### src/rtl/sigmoid_backprop_pkg.sv
// sigmoid_backprop_pkg
//   Shared fixed-point definitions for the sigmoid forward/backward blocks:
//   word geometry (signed Q7.24), fixed-point constants, the sequencing FSM
//   state type and a helper that clamps a value into the sigmoid output range.
//   No ports.
package sigmoid_backprop_pkg;

    localparam int unsigned WIDTH = 32;
    localparam int unsigned FRAC  = 24;

    localparam logic signed [WIDTH-1:0] FXP_ONE  = WIDTH'(1) << FRAC;
    localparam logic signed [WIDTH-1:0] FXP_HALF = WIDTH'(1) << (FRAC - 1);

    typedef enum logic [1:0] {
        IDLE = 2'd0,
        MUL1 = 2'd1,
        MUL2 = 2'd2,
        DONE = 2'd3
    } state_e;

    // Clamp to [0, 1.0], the legal range of a sigmoid output.
    function automatic logic signed [WIDTH-1:0] clamp_unit(input logic signed [WIDTH-1:0] v);
        if (v < 0) begin
            return '0;
        end else if (v > FXP_ONE) begin
            return FXP_ONE;
        end else begin
            return v;
        end
    endfunction

endpackage

### src/rtl/sigmoid_backprop_if.sv
// sigmoid_backprop_if
//   Streaming bus of the sigmoid backward unit.
//   Input side : in_valid, in_ready, y (sigmoid output), grad_y (dL/dy)
//   Output side: out_valid, out_ready, grad_x (dL/dx)
//   modport master : gradient source / sink side (drives inputs, out_ready)
//   modport slave  : the backward unit itself
interface sigmoid_backprop_if;
    import sigmoid_backprop_pkg::*;

    logic                    in_valid;
    logic                    in_ready;
    logic signed [WIDTH-1:0] y;
    logic signed [WIDTH-1:0] grad_y;
    logic                    out_valid;
    logic                    out_ready;
    logic signed [WIDTH-1:0] grad_x;

    modport master (
        output in_valid, y, grad_y, out_ready,
        input  in_ready, out_valid, grad_x
    );

    modport slave (
        input  in_valid, y, grad_y, out_ready,
        output in_ready, out_valid, grad_x
    );

endinterface

### src/rtl/sigmoid_backprop_fx_mult.sv
// fx_mult
//   Combinational signed Q7.24 multiply: full-width product, round half up,
//   arithmetic shift right by FRAC, low WIDTH bits kept (wraps on overflow).
//   Ports:
//     a_i   in  WIDTH  multiplicand, Q7.24
//     b_i   in  WIDTH  multiplier, Q7.24
//     p_o   out WIDTH  rounded product, Q7.24
module fx_mult
    import sigmoid_backprop_pkg::*;
(
    input  logic signed [WIDTH-1:0] a_i,
    input  logic signed [WIDTH-1:0] b_i,
    output logic signed [WIDTH-1:0] p_o
);

    logic signed [2*WIDTH-1:0] prod;
    logic signed [2*WIDTH-1:0] rnd;

    always_comb begin
        prod = (2*WIDTH)'(a_i) * (2*WIDTH)'(b_i);
        // FXP_HALF is exactly one half-LSB of the result scale.
        rnd  = prod + (2*WIDTH)'(FXP_HALF);
        p_o  = WIDTH'(rnd >>> FRAC);
    end

endmodule

### src/rtl/sigmoid_backprop.sv
// sigmoid_backprop
//   Backward pass of the sigmoid activation: grad_x = grad_y * y * (1 - y),
//   signed Q7.24. A single fx_mult is shared over two steps sequenced by a
//   small FSM (IDLE -> MUL1 -> MUL2 -> DONE). Handshake to first out_valid is
//   three cycles; peak rate is one element every four cycles.
//   Ports:
//     clk    in   clock, rising edge
//     rst_n  in   synchronous active-low reset
//     bus    slave modport of sigmoid_backprop_if (valid/ready in and out)
//   Build option:
//     SIGMOID_BP_CLAMP_EN  clamp y to [0, 1.0] when latched; otherwise raw y
//                          is used and out-of-range results wrap.
module sigmoid_backprop
    import sigmoid_backprop_pkg::*;
(
    input  logic                  clk,
    input  logic                  rst_n,
    sigmoid_backprop_if.slave     bus
);

    state_e                  state_q, state_d;
    logic signed [WIDTH-1:0] y_q, y_d;
    logic signed [WIDTH-1:0] g_q, g_d;
    logic signed [WIDTH-1:0] p_q, p_d;
    logic signed [WIDTH-1:0] grad_x_q, grad_x_d;

    logic signed [WIDTH-1:0] y_in;
    logic signed [WIDTH-1:0] one_minus_y;
    logic signed [WIDTH-1:0] mul_a, mul_b, mul_p;

`ifdef SIGMOID_BP_CLAMP_EN
    assign y_in = clamp_unit(bus.y);
`else
    assign y_in = bus.y;
`endif

    // Wraps in WIDTH bits when y is out of range.
    assign one_minus_y = FXP_ONE - y_q;

    // MUL1 forms y*(1-y); MUL2 scales that by grad_y.
    assign mul_a = (state_q == MUL2) ? p_q : y_q;
    assign mul_b = (state_q == MUL2) ? g_q : one_minus_y;

    fx_mult u_mult (
        .a_i (mul_a),
        .b_i (mul_b),
        .p_o (mul_p)
    );

    always_ff @(posedge clk) begin
        if (!rst_n) begin
            state_q  <= IDLE;
            y_q      <= '0;
            g_q      <= '0;
            p_q      <= '0;
            grad_x_q <= '0;
        end else begin
            state_q  <= state_d;
            y_q      <= y_d;
            g_q      <= g_d;
            p_q      <= p_d;
            grad_x_q <= grad_x_d;
        end
    end

    always_comb begin
        state_d  = state_q;
        y_d      = y_q;
        g_d      = g_q;
        p_d      = p_q;
        grad_x_d = grad_x_q;
        unique case (state_q)
            IDLE: begin
                if (bus.in_valid) begin
                    y_d     = y_in;
                    g_d     = bus.grad_y;
                    state_d = MUL1;
                end
            end
            MUL1: begin
                p_d     = mul_p;
                state_d = MUL2;
            end
            MUL2: begin
                grad_x_d = mul_p;
                state_d  = DONE;
            end
            DONE: begin
                if (bus.out_ready) begin
                    state_d = IDLE;
                end
            end
            default: state_d = IDLE;
        endcase
    end

    assign bus.in_ready  = (state_q == IDLE);
    assign bus.out_valid = (state_q == DONE);
    assign bus.grad_x    = grad_x_q;

endmodule

### src/flat_wrapper.sv
// flat-port wrapper written by rule: the top's interface ports become plain ports
module sigmoid_backprop_flat import sigmoid_backprop_pkg::*;
  (clk, rst_n, bus_in_valid, bus_y, bus_grad_y, bus_out_ready, bus_in_ready, bus_out_valid, bus_grad_x);
  sigmoid_backprop_if bus_i ();
  input  logic clk;
  input  logic rst_n;
  input wire logic [$bits(bus_i.in_valid)-1:0] bus_in_valid;
  input wire logic [$bits(bus_i.y)-1:0] bus_y;
  input wire logic [$bits(bus_i.grad_y)-1:0] bus_grad_y;
  input wire logic [$bits(bus_i.out_ready)-1:0] bus_out_ready;
  output wire logic [$bits(bus_i.in_ready)-1:0] bus_in_ready;
  output wire logic [$bits(bus_i.out_valid)-1:0] bus_out_valid;
  output wire logic [$bits(bus_i.grad_x)-1:0] bus_grad_x;
  assign bus_i.in_valid = bus_in_valid;
  assign bus_i.y = bus_y;
  assign bus_i.grad_y = bus_grad_y;
  assign bus_i.out_ready = bus_out_ready;
  assign bus_in_ready = bus_i.in_ready;
  assign bus_out_valid = bus_i.out_valid;
  assign bus_grad_x = bus_i.grad_x;
  sigmoid_backprop u_core (.clk(clk), .rst_n(rst_n), .bus(bus_i));
endmodule
### config.mk
export PLATFORM = sky130hd
export DESIGN_NAME = sigmoid_backprop_flat
export DESIGN_NICKNAME = d
export VERILOG_FILES = /design/src/rtl/sigmoid_backprop_pkg.sv /design/src/rtl/sigmoid_backprop_if.sv /design/src/rtl/sigmoid_backprop_fx_mult.sv /design/src/rtl/sigmoid_backprop.sv /design/src/flat_wrapper.sv
export SDC_FILE = /design/constraint.sdc
export NUM_CORES = 2
export LEC_CHECK = 0
export CAP_MARGIN = 20
export CORE_UTILIZATION = 55
export CTS_CLUSTER_DIAMETER = 60
export DETAILED_ROUTE_END_ITERATION = 8
export GPL_TIMING_DRIVEN = 0
export PLACE_DENSITY = 0.84
export SLEW_MARGIN = 20
export SYNTH_ARGS = -nofsm -noshare
export SYNTH_HDL_FRONTEND = slang
export SYNTH_SLANG_ARGS = --single-unit
export TNS_END_PERCENT = 30
### constraint.sdc
create_clock -name clk -period 11.65 [get_ports clk]
set_input_delay 3.495 -clock clk [delete_from_list [all_inputs] [get_ports clk]]
set_output_delay 3.495 -clock clk [all_outputs]
set_load 0.005 [all_outputs]
==> reports/results.tsv <==
stage	metric	value	unit
worst_setup_path	R2R Setup Slk	440	ps
finish	FILL cells	5999	
clock_network	Clock Path Buffers	2	
grt	antenna violations before repair	8	
sta	period utilization	96.24	%
clock_network	Max H-tree Level	4	
drt	via density per instance	5.991	
floorplanning	number of I/O pins	102	
place	input/output buffers	101	
sta	Final Hold Vio Count	0	
drt	final wirelength	143600	um
sta	Slew HR	12.97	%
drt	vias	33200	
sta	hold_ws	458.7	ps
clock_network	Hold-fix buffers, CTS	0	
sta	setup TNS	0	ps
place	Final GP Congestion	1.084	
grt	total gr overflow	0	
floorplanning	Die ar.	0.07155	mm2
clock_network	CTS tree	built	
finish	final std cells w/o fill	5541	
finish	commonest non-fill, non-tap cell in the layout	inv_1	
finish	area delta synth->final	8.095	%
floorplanning	Die Ht	267.5	um
grt	first-pass GRT wire length	213300	um
sta	Max Fclk	89.19	MHz
grt	largest net degree at the start of global routing	17	
drt	# DRC	0	
worst_setup_path	crit-path max cell delay	910	ps
clock_network	clock slew at reported path FFs	70	ps
yosys	ys async rst share	0	%
place	DP Cell Count	5504	
sta	Worst-Margin Slew	1269	ps
sta	final setup vio count	0	
floorplanning	Initial Util	56.03	%
sta	Fin Clk Skew	16.16	ps
place	HPWL Detailed	118900	um
clock_network	clk root buf	clkbuf_16	
floorplanning	std cell rows	96	
worst_setup_path	CP endpoint kind	flop	
floorplanning	Die W	267.5	um
yosys	distinct cell type count after synthesis	72	
drt	wire per inst	25.91	um
grt	Total GRT Usage	41.56	%
finish	register area	0.002603	mm2
clock_network	postcts setup bufs	0	
finish	Nets	5815	
floorplanning	CORE AREA	0.06919	mm2
sta	RSZ-0062 raised after global routing	no	
clock_network	clk sinks	130	
drt	ANT nets after route	0	
run	Max Cap Viol	0	
worst_setup_path	crit start category	flop	
clock_network	worst skew pair latency	430	ps
clock_network	CTS Buf Count	17	
yosys	Post-synth EDFFs	0	
status	status	completed	
worst_setup_path	CP required	11940	ps
drt	DRT Pass-1 Iters	7	
drt	Iter 0 DRT Violations	4415	
yosys	Syn. warnings	0	
sta	Max Slew Vio Count	0	
yosys	register bit total from synthesis	130	
yosys	Cells after Synth	4464	
yosys	Syn Area/Cell	8.684	um2
worst_setup_path	Crit path top cell by count	fa_1	
worst_setup_path	CP Data Arrival Time	11510	ps
finish	area of the multi-input gates	0.03165	mm2
grt	number of global-route vias before repair	34330	
worst_setup_path	critical path class	flop to flop	
worst_setup_path	slowest stage cell on the critical path	clkbuf_1	
finish	commonest non-fill, non-tap cells in the layout	1030 x inv_1, 983 x fa_1, 960 x nand2_1, 254 x nor2_1, 174 x ha_1	
worst_setup_path	crit-path max FO	19	
sta	Final min period	11210	ps
yosys	register area share after synthesis	6.714	%
yosys	syn_nets	5689	
yosys	Mapped Area	0.03876	mm2
finish	share of cells above drive strength 1	3.997	%
yosys	Synth Flop Type	dfxtp_1	
min_path	HP Class	flop to flop	
[state kept, by name, summed over array words and instances (netlist names)]
register / cells
u_core.bus.grad_x: 32
u_core.g_q: 32
u_core.p_q: 32
u_core.y_q: 32
u_core.state_q: 2
[area by class of cell]
cell class	instances	share of cell area (%)
diodes	7	0.04180
plain buffers	218	2.177
clock inverters	15	0.3822
flip-flops and latches	130	6.211
inverters	1031	9.236
well taps	931	2.780
multi-input cells	3083	75.54
clock buffers	17	1.015
repair buffers	109	2.613
[cells in the mapped netlist (34+ instances only)]
library cell	count	area, um2
nand2_1	960	3603
nand3_1	34	170.2
and2_1	49	306.5
fa_1	983	19680
a21o_1	36	270.3
clkbuf_1	173	649.4
nor2_1	256	960.9
xnor2_1	40	350.3
mux2i_1	55	550.5
a21oi_1	132	660.6
inv_1	1030	3866
ha_1	174	2177
dfxtp_1	130	2603
o21ai_0	41	205.2
buf_1	37	138.9
[repair_timing]
item,CTS,global route
pin swaps,1,0
endpoints found under the setup margin,39,46
resized for setup,27,93
cloned,0,0
[cell families after synthesis]
kind of cell	Yosys count	synth area share, %
simple gates	1427	15.21
buf+inv	1251	12.15
flops	130	6.714
xor+xnor	73	1.756
mux	80	2.146
compound gates	346	5.642
fa+ha+maj	1157	56.38
[metal layers]
layer  wire length, um  vias up  track usage, %
met1             48930    16530           51.26
li1                  -    13370               -
met2             61650     2605           61.78
met5                33        -          0.2772
met4             12820        4           29.78
met3             20110      692           13.21
[stage by stage]
| stage | worst slack (ps) | util [%] | cell area [um2] |
|---|---|---|---|
| 2_1_floorplan | 2327 | - | 38760 |
| 3_3_place_gp | -858.4 | 59.17 | 40940 |
| 3_5_place_dp | -744.5 | 59.42 | 41110 |
| 4_1_cts | 127.4 | 60.38 | 41770 |
| 5_1_grt | 299.7 | 60.54 | 41880 |
| 6_report | 437.7 | 60.56 | 41900 |
[path summary, 6_finish.rpt]
| path | startpoint | to | cells after the start |
|---|---|---|---|
| max | u_core.state_q[0]$_SDFFE_PN0P_ | u_core.p_q[27]$_SDFFE_PN0N_ | 33 |
| min reg2reg | u_core.g_q[25]$_SDFFE_PN0P_ | u_core.g_q[25]$_SDFFE_PN0P_ | 2 |
| min | u_core.g_q[25]$_SDFFE_PN0P_ | u_core.g_q[25]$_SDFFE_PN0P_ | 2 |
| max reg2reg | u_core.state_q[0]$_SDFFE_PN0P_ | u_core.p_q[27]$_SDFFE_PN0N_ | 33 |
[worst max-delay path: cells and delay by family, from the launching register on]
kind,cells,cell delay (ps)
AND/OR/NAND/NOR,5,1130
AO/OA/AOI/OAI,7,2330
flip-flops,1,340
adder cells (fa/ha/maj),10,4370
buffers and inverters,11,2890
Power is left out: the tool's default activity adds up to more than one toggle a clock period on the data nets, which glitch-free logic cannot reach.
